`src/rtl/bcd_disp_pkg.sv`:
```
// Shared constants for the BCD seven-segment scan driver: segment width and
// glyph patterns in {g,f,e,d,c,b,a} order, active-high.
package bcd_disp_pkg;

    localparam int SEG_W = 7;

    localparam logic [SEG_W-1:0] SEG_0    = 7'h3F;
    localparam logic [SEG_W-1:0] SEG_1    = 7'h06;
    localparam logic [SEG_W-1:0] SEG_2    = 7'h5B;
    localparam logic [SEG_W-1:0] SEG_3    = 7'h4F;
    localparam logic [SEG_W-1:0] SEG_4    = 7'h66;
    localparam logic [SEG_W-1:0] SEG_5    = 7'h6D;
    localparam logic [SEG_W-1:0] SEG_6    = 7'h7D;
    localparam logic [SEG_W-1:0] SEG_7    = 7'h07;
    localparam logic [SEG_W-1:0] SEG_8    = 7'h7F;
    localparam logic [SEG_W-1:0] SEG_9    = 7'h6F;
    localparam logic [SEG_W-1:0] SEG_DASH = 7'h40;

endpackage

```
`src/rtl/bcd_to_seg7.sv`:
```
// Combinational BCD nibble to seven-segment decoder; non-BCD codes render
// as a dash so a corrupted counter digit is visible rather than misleading.
module bcd_to_seg7
    import bcd_disp_pkg::*;
(
    input  logic [3:0]       nibble,
    output logic [SEG_W-1:0] seg
);

    // Glyph lookup
    always_comb begin
        seg = SEG_DASH;
        case (nibble)
            4'd0:    seg = SEG_0;
            4'd1:    seg = SEG_1;
            4'd2:    seg = SEG_2;
            4'd3:    seg = SEG_3;
            4'd4:    seg = SEG_4;
            4'd5:    seg = SEG_5;
            4'd6:    seg = SEG_6;
            4'd7:    seg = SEG_7;
            4'd8:    seg = SEG_8;
            4'd9:    seg = SEG_9;
            default: seg = SEG_DASH;
        endcase
    end

endmodule

```
`src/rtl/bcd_display_scan.sv`:
```
// Time-multiplexed seven-segment scanner: per-frame snapshot of the BCD
// digits, anti-ghost blanking at each slot start and leading-zero blanking.
module bcd_display_scan
    import bcd_disp_pkg::*;
#(
    parameter int NUM_DIGITS   = 4,
    parameter int PRESCALE     = 1000,
    parameter int BLANK_CYCLES = 8
) (
    input  logic                    clk,
    input  logic                    reset,
    input  logic [4*NUM_DIGITS-1:0] digits_in,
    input  logic [NUM_DIGITS-1:0]   dp_in,
    input  logic                    lzb_en,
    output logic [SEG_W-1:0]        seg,
    output logic                    dp,
    output logic [NUM_DIGITS-1:0]   an,
    output logic                    frame_start
);

    localparam int CNT_W = (PRESCALE   > 1) ? $clog2(PRESCALE)   : 1;
    localparam int IDX_W = (NUM_DIGITS > 1) ? $clog2(NUM_DIGITS) : 1;

    logic [CNT_W-1:0]        cnt_r;
    logic [IDX_W-1:0]        idx_r;
    logic [4*NUM_DIGITS-1:0] digits_snap_r;
    logic [NUM_DIGITS-1:0]   dp_snap_r;
    logic                    lzb_snap_r;
    logic [SEG_W-1:0]        seg_r;
    logic                    dp_r;
    logic [NUM_DIGITS-1:0]   an_r;
    logic                    frame_start_r;

    logic [CNT_W-1:0]        cnt_next_s;
    logic [IDX_W-1:0]        idx_next_s;
    logic                    frame_edge_s;
    logic                    show_s;
    logic [3:0]              cur_nib_s;
    logic                    cur_dp_s;
    logic                    suppress_s;
    logic [SEG_W-1:0]        dec_seg_s;
    logic [NUM_DIGITS-1:0]   an_sel_s;

    // Slot counter and digit index advance
    always_comb begin
        cnt_next_s = cnt_r + CNT_W'(1);
        idx_next_s = idx_r;
        if (cnt_r == CNT_W'(PRESCALE - 1)) begin
            cnt_next_s = {CNT_W{1'b0}};
            if (idx_r == IDX_W'(NUM_DIGITS - 1)) begin
                idx_next_s = {IDX_W{1'b0}};
            end else begin
                idx_next_s = idx_r + IDX_W'(1);
            end
        end else begin
            idx_next_s = idx_r;
        end
        frame_edge_s = (idx_r == {IDX_W{1'b0}}) && (cnt_r == {CNT_W{1'b0}});
        show_s       = (cnt_r >= CNT_W'(BLANK_CYCLES));
        an_sel_s     = ~(NUM_DIGITS'(1) << idx_r);
    end

    // Current-slot digit select and leading-zero suppression; scanning from
    // the top digit down tracks whether everything at or above k is zero.
    always_comb begin
        logic all_zero;
        all_zero   = 1'b1;
        cur_nib_s  = 4'h0;
        cur_dp_s   = 1'b0;
        suppress_s = 1'b0;
        for (int k = NUM_DIGITS - 1; k >= 0; k--) begin
            all_zero = all_zero && (digits_snap_r[4*k +: 4] == 4'h0);
            if (IDX_W'(k) == idx_r) begin
                cur_nib_s  = digits_snap_r[4*k +: 4];
                cur_dp_s   = dp_snap_r[k];
                suppress_s = lzb_snap_r && (k != 0) && all_zero;
            end else begin
                cur_nib_s  = cur_nib_s;
            end
        end
    end

    bcd_to_seg7 u_dec (
        .nibble (cur_nib_s),
        .seg    (dec_seg_s)
    );

    // Counters and per-frame input snapshot
    always_ff @(posedge clk) begin
        if (!reset) begin
            cnt_r         <= {CNT_W{1'b0}};
            idx_r         <= {IDX_W{1'b0}};
            digits_snap_r <= {(4*NUM_DIGITS){1'b0}};
            dp_snap_r     <= {NUM_DIGITS{1'b0}};
            lzb_snap_r    <= 1'b0;
        end else begin
            cnt_r <= cnt_next_s;
            idx_r <= idx_next_s;
            if (frame_edge_s) begin
                digits_snap_r <= digits_in;
                dp_snap_r     <= dp_in;
                lzb_snap_r    <= lzb_en;
            end
        end
    end

    // Registered display outputs for the current (idx, cnt) position
    always_ff @(posedge clk) begin
        if (!reset) begin
            seg_r         <= {SEG_W{1'b0}};
            dp_r          <= 1'b0;
            an_r          <= {NUM_DIGITS{1'b1}};
            frame_start_r <= 1'b0;
        end else begin
            frame_start_r <= frame_edge_s;
            if (show_s && !suppress_s) begin
                an_r  <= an_sel_s;
                seg_r <= dec_seg_s;
                dp_r  <= cur_dp_s;
            end else begin
                an_r  <= {NUM_DIGITS{1'b1}};
                seg_r <= {SEG_W{1'b0}};
                dp_r  <= 1'b0;
            end
        end
    end

    assign seg         = seg_r;
    assign dp          = dp_r;
    assign an          = an_r;
    assign frame_start = frame_start_r;

endmodule

```
`config.mk`:
```
export PLATFORM = sky130hd
export DESIGN_NAME = bcd_display_scan
export DESIGN_NICKNAME = d
export VERILOG_FILES = /design/src/rtl/bcd_disp_pkg.sv /design/src/rtl/bcd_to_seg7.sv /design/src/rtl/bcd_display_scan.sv
export SDC_FILE = /design/constraint.sdc
export NUM_CORES = 1
export LEC_CHECK = 0
export BUFFER_PORTS_ARGS = -buffer_cell sky130_fd_sc_hd__clkbuf_2
export CAP_MARGIN = 20
export CORE_MARGIN = 1
export CORE_UTILIZATION = 55
export CTS_BUF_LIST = sky130_fd_sc_hd__clkbuf_8
export DETAILED_ROUTE_END_ITERATION = 8
export PLACE_DENSITY_LB_ADDON = 0.05
export SYNTH_ARGS = -nofsm -noshare
export SYNTH_HDL_FRONTEND = slang
export SYNTH_SLANG_ARGS = --single-unit
export TNS_END_PERCENT = 30
```
`constraint.sdc`:
```
create_clock -name clk -period 3.35 [get_ports clk]
set_input_delay 0.335 -clock clk [delete_from_list [all_inputs] [get_ports clk]]
set_output_delay 0.335 -clock clk [all_outputs]
set_load 0.02 [all_outputs]
```
==> impl_metrics.json, run 1 <==
{
  "worst_hold_slack_ns": 0.263,
  "rsz0062_at_grt": "no",
  "cts_tree": "done",
  "fillers": 362,
  "yosys_register_bits": 46,
  "fmax_ghz": 0.355,
  "die-area_sq_mm": 0.00449,
  "synth.area.mux_share": 0.0990,
  "dr.pass1.iters": 4,
  "clkLatencyLatePin_ns": 0.30,
  "synth-adder-area-share": 0.0646,
  "pin_count": 36,
  "io_buffer_count": 35,
  "r2r_slack_ns": 0.53,
  "tightest_slew_ns": 0.788,
  "synth-edff-count": 0,
  "rows": 23,
  "min-delay-start": "digits_in[13]",
  "final_cell_mix": "dfxtp_1, nor2_1, clkbuf_2",
  "cp_max_fo": 19,
  "clockRootBuffer": "clkbuf_8",
  "cp-end-kind": "register",
  "crit_buf_inv": 2,
  "cts_resized": 0,
  "gp_congestion": 0.806,
  "clockBufferDepth": 2,
  "core_area_sq_mm": 0.00403,
  "fin_nets": 307,
  "ant_nets": 0,
  "viasPerCell": 5.54,
  "grt_use_total": 0.224,
  "p_leak_nw": 1.13,
  "die_height_microns": 67.0,
  "cts-buffers-inserted": 5,
  "final.period_utilization": 0.841,
  "setup_viol_count_final": 0,
  "clock_sinks": 46,
  "synthXorXnorAreaFrac": 0.0301,
  "cp.required_ns": 3.55,
  "grt_pass1_wl_mm": 7.56,
  "area_growth_pct": 13.7,
  "irDropWorstVdd_mv": 0.280,
  "vias": 1791,
  "outcome": "finished, final reports clean",
  "synthFlopType": "dfxtp_1",
  "fin_setup_tns_ns": 0,
  "hold_violations": 0,
  "drtIter0Drc": 96,
  "maxCapViolations": 0,
  "finClkSkew_ns": 0.00604,
  "mostFrequentLayoutCell": "dfxtp_1",
  "antenna_found_initial": 0,
  "relSlewSlack": 0.470,
  "initial_core_util": 0.577,
  "htreeDepth": 2,
  "ys_warn_count": 0,
  "synth-simple-area-share": 0.210,
  "synth-compound-area-share": 0.156,
  "cpPeakStageDelay_ns": 0.66,
  "cts_hold_buf": 0,
  "syn_avg_cell_area_sq_um": 9.90,
  "grt_max_degree": 27,
  "hp-class": "in -> reg",
  "syn_inst": 235,
  "route.detailed.drc": 0,
  "postRouteWirelength_mm": 4.51,
  "synth_async_sr_flop_share": 0,
  "cp_cell_sequence": "inv_1 > ha_1 > nor2_2 > o211a_1 > nor2_1 > inv_1 > ha_1 > o221a_4 > a2111oi_4",
  "drv_slew": 0,
  "post_cts_buffers": 0,
  "cp-start-kind": "register",
  "synth_nets": 270,
  "worstPathArrival_ns": 3.02,
  "path_clk_slew_ns": 0.08,
  "yosys.cell_types.count": 53,
  "wire_per_inst_microns": 14.0,
  "synth_top_family_by_area": "simple AND/OR/NAND/NOR gates",
  "drive_above_1_share": 0.231,
  "die-width_microns": 67.0,
  "crit_family": "adder cells",
  "ys_seq_area_frac": 0.396,
  "grt_overflow": 0,
  "dp_hpwl_mm": 3.36,
  "critPathKind": "reg -> reg",
  "antenna_cells": 0,
  "fin_crit_ns": 2.82,
  "worstSetupStartpoint": "idx_r[0]$_SDFFE_PN0P_",
  "cp_slowest_cell": "ha_1",
  "first_global_vias": 1648,
  "syn-cell-area_sq_mm": 0.00233,
  "rr_startpoint": "idx_r[0]$_SDFFE_PN0P_",
  "pwr_density_cell_mw_per_mm2": 447
}
## kinds of logic after synthesis
logic type	after synthesis
mux	23
xor+xnor	8
buf+inv	21
fa+ha+maj	12
flops	46
compound gates	32
simple gates	93
## state kept, by name (all words and copies together), names as in the netlist
| register | count |
|---|---|
| digits_snap_r | 16 |
| cnt_r | 10 |
| lzb_snap_r | 1 |
| dp_snap_r | 4 |
| an | 4 |
| seg | 7 |
| frame_start | 1 |
| idx_r | 2 |
| dp | 1 |
## report_power, final
| group | leakage, nW | internal (W) | switching [W] | total [W] |
|---|---|---|---|---|
| registers | 0.376 | 0.000576 | 0.0000259 | 0.000602 |
| logic | 0.699 | 0.0000876 | 0.0000910 | 0.000179 |
| clock network | 0.0579 | 0.000220 | 0.000182 | 0.000402 |
| total | 1.13 | 0.000883 | 0.000299 | 0.00118 |
## Yosys cell counts (2+ instances only)
library cell  number  area [sq um]
nor2_1            41           154
nor4_1             4          25.0
clkbuf_1           2          7.51
o21ai_1            2          10.0
nand2b_1           3          18.8
nand2_1            9          33.8
dfxtp_1           46           921
o221ai_1           3          26.3
nor3_1             5          25.0
ha_1              12           150
mux2i_1           23           230
nand4_1            3          18.8
a221o_1            2          20.0
buf_2              4          20.0
nand3_1           10          50.1
xnor2_1            6          52.6
nor2b_1            4          25.0
inv_1             11          41.3
xor2_1             2          17.5
buf_6              2          22.5
and2b_1            2          15.0
a211oi_2           2          25.0
nand3b_1           2          15.0
a211oi_1           5          37.5
o31a_1             2          17.5
## worst reg2reg max path, delay by kind of cell (launching register included)
kind	cells	cell delay [ns]
buf+inv	2	0.22
fa+ha+maj	2	0.91
flops	1	0.35
simple gates	2	0.41
compound gates	3	0.83
## layer usage
layer	global-route usage	share of wire	wire length, microns	vias to the layer above
met5	0	0	0	-
met4	0.0771	0.017	78	0
met3	0.0548	0.043	194	10
met2	0.366	0.46	2070	53
met1	0.282	0.48	2170	829
li1	-	-	-	899
## metrics by stage
step / util / power, W / instance area, sq um / setup slack [ns] / instances
global placement: 0.630 / 0.000791 / 2540 / 0.648 / 315
floorplan: - / 0.000745 / 2330 / 0.837 / 235
finish: 0.657 / 0.00118 / 2650 / 0.533 / 323
CTS: 0.657 / 0.00119 / 2650 / 0.547 / 323
detailed placement: 0.630 / 0.000794 / 2540 / 0.577 / 315
global route: 0.657 / 0.00123 / 2650 / 0.313 / 323
## final timing paths
| path | endpoint | cells past startpoint |
|---|---|---|
| worst min-delay path | digits_snap_r[13]$_SDFFE_PN0P_ | 3 |
| worst max-delay path | seg[3]$_SDFF_PN0_ | 9 |
| worst min register to register | cnt_r[0]$_SDFF_PP0_ | 1 |
| worst max register to register | seg[3]$_SDFF_PN0_ | 9 |
## final cells by class
type | instances | area [sq um] | area share
repair buffers | 39 | 205 | 0.0776
well taps | 50 | 62.6 | 0.0237
clock buffers | 5 | 68.8 | 0.0260
inverters | 12 | 45.0 | 0.0170
multi-input cells | 168 | 1300 | 0.492
flip-flops and latches | 46 | 921 | 0.348
clock inverters | 3 | 40.0 | 0.0151
Note: power is estimated with default switching activity, not from simulation.
==> run 2, diff against run 1 <==
Clock period 3.35 ns to 2.8 ns, I/O delays scaled along.
==> impl_metrics.json, run 2 (synthesis results as in run 1) <==
{
  "wire_per_inst_microns": 14.3,
  "die-width_microns": 67.0,
  "clock_sinks": 46,
  "tightest_slew_ns": 0.542,
  "clkLatencyLatePin_ns": 0.30,
  "maxCapViolations": 0,
  "relSlewSlack": 0.639,
  "worstPathArrival_ns": 2.79,
  "final.period_utilization": 0.920,
  "clockBufferDepth": 2,
  "first_global_vias": 1654,
  "grt_use_total": 0.236,
  "final_cell_mix": "dfxtp_1, nor2_1, clkbuf_2",
  "mostFrequentLayoutCell": "dfxtp_1",
  "hold_violations": 0,
  "path_clk_slew_ns": 0.09,
  "rows": 23,
  "ant_nets": 0,
  "largest_register": "digits_snap_r",
  "finClkSkew_ns": 0.00631,
  "drv_slew": 0,
  "combPwrFrac": 0.141,
  "antenna_found_initial": 0,
  "antenna_cells": 0,
  "core_area_sq_mm": 0.00403,
  "die_height_microns": 67.0,
  "clockRootBuffer": "clkbuf_8",
  "dr_wl_met3_microns": 252,
  "grt_max_degree": 27,
  "switching_share": 0.245,
  "irDropWorstVdd_mv": 0.390,
  "hp-class": "in -> reg",
  "rsz0062_at_grt": "no",
  "grt_overflow": 0,
  "layout_setup_ws_ns": 0.223,
  "cts_hold_buf": 0,
  "critPathKind": "reg -> reg",
  "viasPerCell": 5.52,
  "cp-start-kind": "register",
  "dr.pass1.iters": 4,
  "dp_hpwl_mm": 3.50,
  "p_int_w": 0.00115,
  "cp.required_ns": 3.01,
  "pin_count": 36,
  "largest_register_ffs": 16,
  "drive_above_1_share": 0.248,
  "switching_power_w": 0.000374,
  "route.detailed.drc": 0,
  "cts-buffers-inserted": 5,
  "die-area_sq_mm": 0.00449,
  "fin_nets": 312,
  "highest_layer": "met4",
  "pwr_density_cell_mw_per_mm2": 562,
  "p_leak_nw": 1.17,
  "dp_slack_ns": 0.195,
  "io_buffer_count": 35,
  "initial_core_util": 0.577,
  "area_growth_pct": 16.7,
  "clkPwrFrac": 0.387,
  "outcome": "finished, final reports clean",
  "postRouteWirelength_mm": 4.69,
  "cp-end-kind": "register",
  "setup_viol_count_final": 0,
  "fin_setup_tns_ns": 0,
  "cts_tree": "done",
  "grt_pass1_wl_mm": 7.82,
  "drtIter0Drc": 120,
  "vias": 1812,
  "htreeDepth": 2,
  "routed-wl-met2_mm": 2.19,
  "fin_crit_ns": 2.58,
  "post_cts_buffers": 0,
  "drt-met1-wl_mm": 2.20,
  "cp_max_fo": 14,
  "fmax_ghz": 0.388,
  "gp_congestion": 0.870,
  "seq_power_share": 0.472
}
==> run 2: cell types whose count changed in the layout (fill, tap and decap cells not counted), sizes merged <==
| cell | delta |
|---|---|
| buf | +5 |
| bufinv | +1 |
| clkinv | -1 |
==> run 2: what timing repair did <==
action                                 4_1_cts  5_1_grt
gates resized for setup                      0        1
setup endpoints to repair                    0        1
endpoints found under the hold margin        0        0
==> run 2: metrics by stage <==
stage	cells	hold WS, ns	utilization	area (sq um)	total power (W)
final	328	0.206	0.674	2710	0.00153
after global routing	328	0.215	0.674	2710	0.00159
after CTS	328	0.203	0.673	2710	0.00153
after detailed placement	320	0.452	0.639	2570	0.000950
after global placement	320	0.444	0.639	2570	0.000949
after floorplan	235	0.424	-	2330	0.000891
==> run 2: routing by layer <==
metal / global-route usage / up-vias
met5: 0 / -
met4: 0.0745 / 0
met3: 0.0582 / 4
met2: 0.394 / 48
met1: 0.294 / 848
li1: - / 912
==> run 2: worst paths after layout <==
path	startpoint	end	slack [ns]	depth (start not counted)
max	idx_r[0]$_SDFFE_PN0P_	seg[3]$_SDFF_PN0_	0.22	9
max reg2reg	idx_r[0]$_SDFFE_PN0P_	seg[3]$_SDFF_PN0_	0.22	9
min	digits_in[6]	digits_snap_r[6]$_SDFFE_PN0P_	0.21	3
min reg2reg	cnt_r[0]$_SDFF_PP0_	cnt_r[0]$_SDFF_PP0_	0.47	1
==> run 2: power groups by stage <==
| stage | clock network [W] | logic, W | registers [W] |
|---|---|---|---|
| final | 0.000590 | 0.000216 | 0.000720 |
| after global routing | 0.000621 | 0.000241 | 0.000725 |
| after CTS | 0.000597 | 0.000217 | 0.000721 |
| after detailed placement | 0 | 0.000214 | 0.000736 |
| after global placement | 0 | 0.000214 | 0.000735 |
| after floorplan | 0 | 0.000164 | 0.000727 |
==> run 2: critical path, stage by stage (launching register included) <==
cell and delay (ns):
dfxtp_1 0.41, inv_1 0.10, ha_1 0.39, a211oi_1 0.24, a221o_1 0.29, inv_1 0.10
ha_1 0.28, nand3_1 0.10, o221a_4 0.27, a2111oi_4 0.30
==> run 2: area by class of cell <==
class                   instances  area [sq um]
fillers                       337          1320
multi-input cells             168          1310
flip-flops and latches         46           921
repair buffers                 44           243
clock buffers                   5          68.8
clock inverters                 3          68.8
well taps                      50          62.6
inverters                      12          45.0
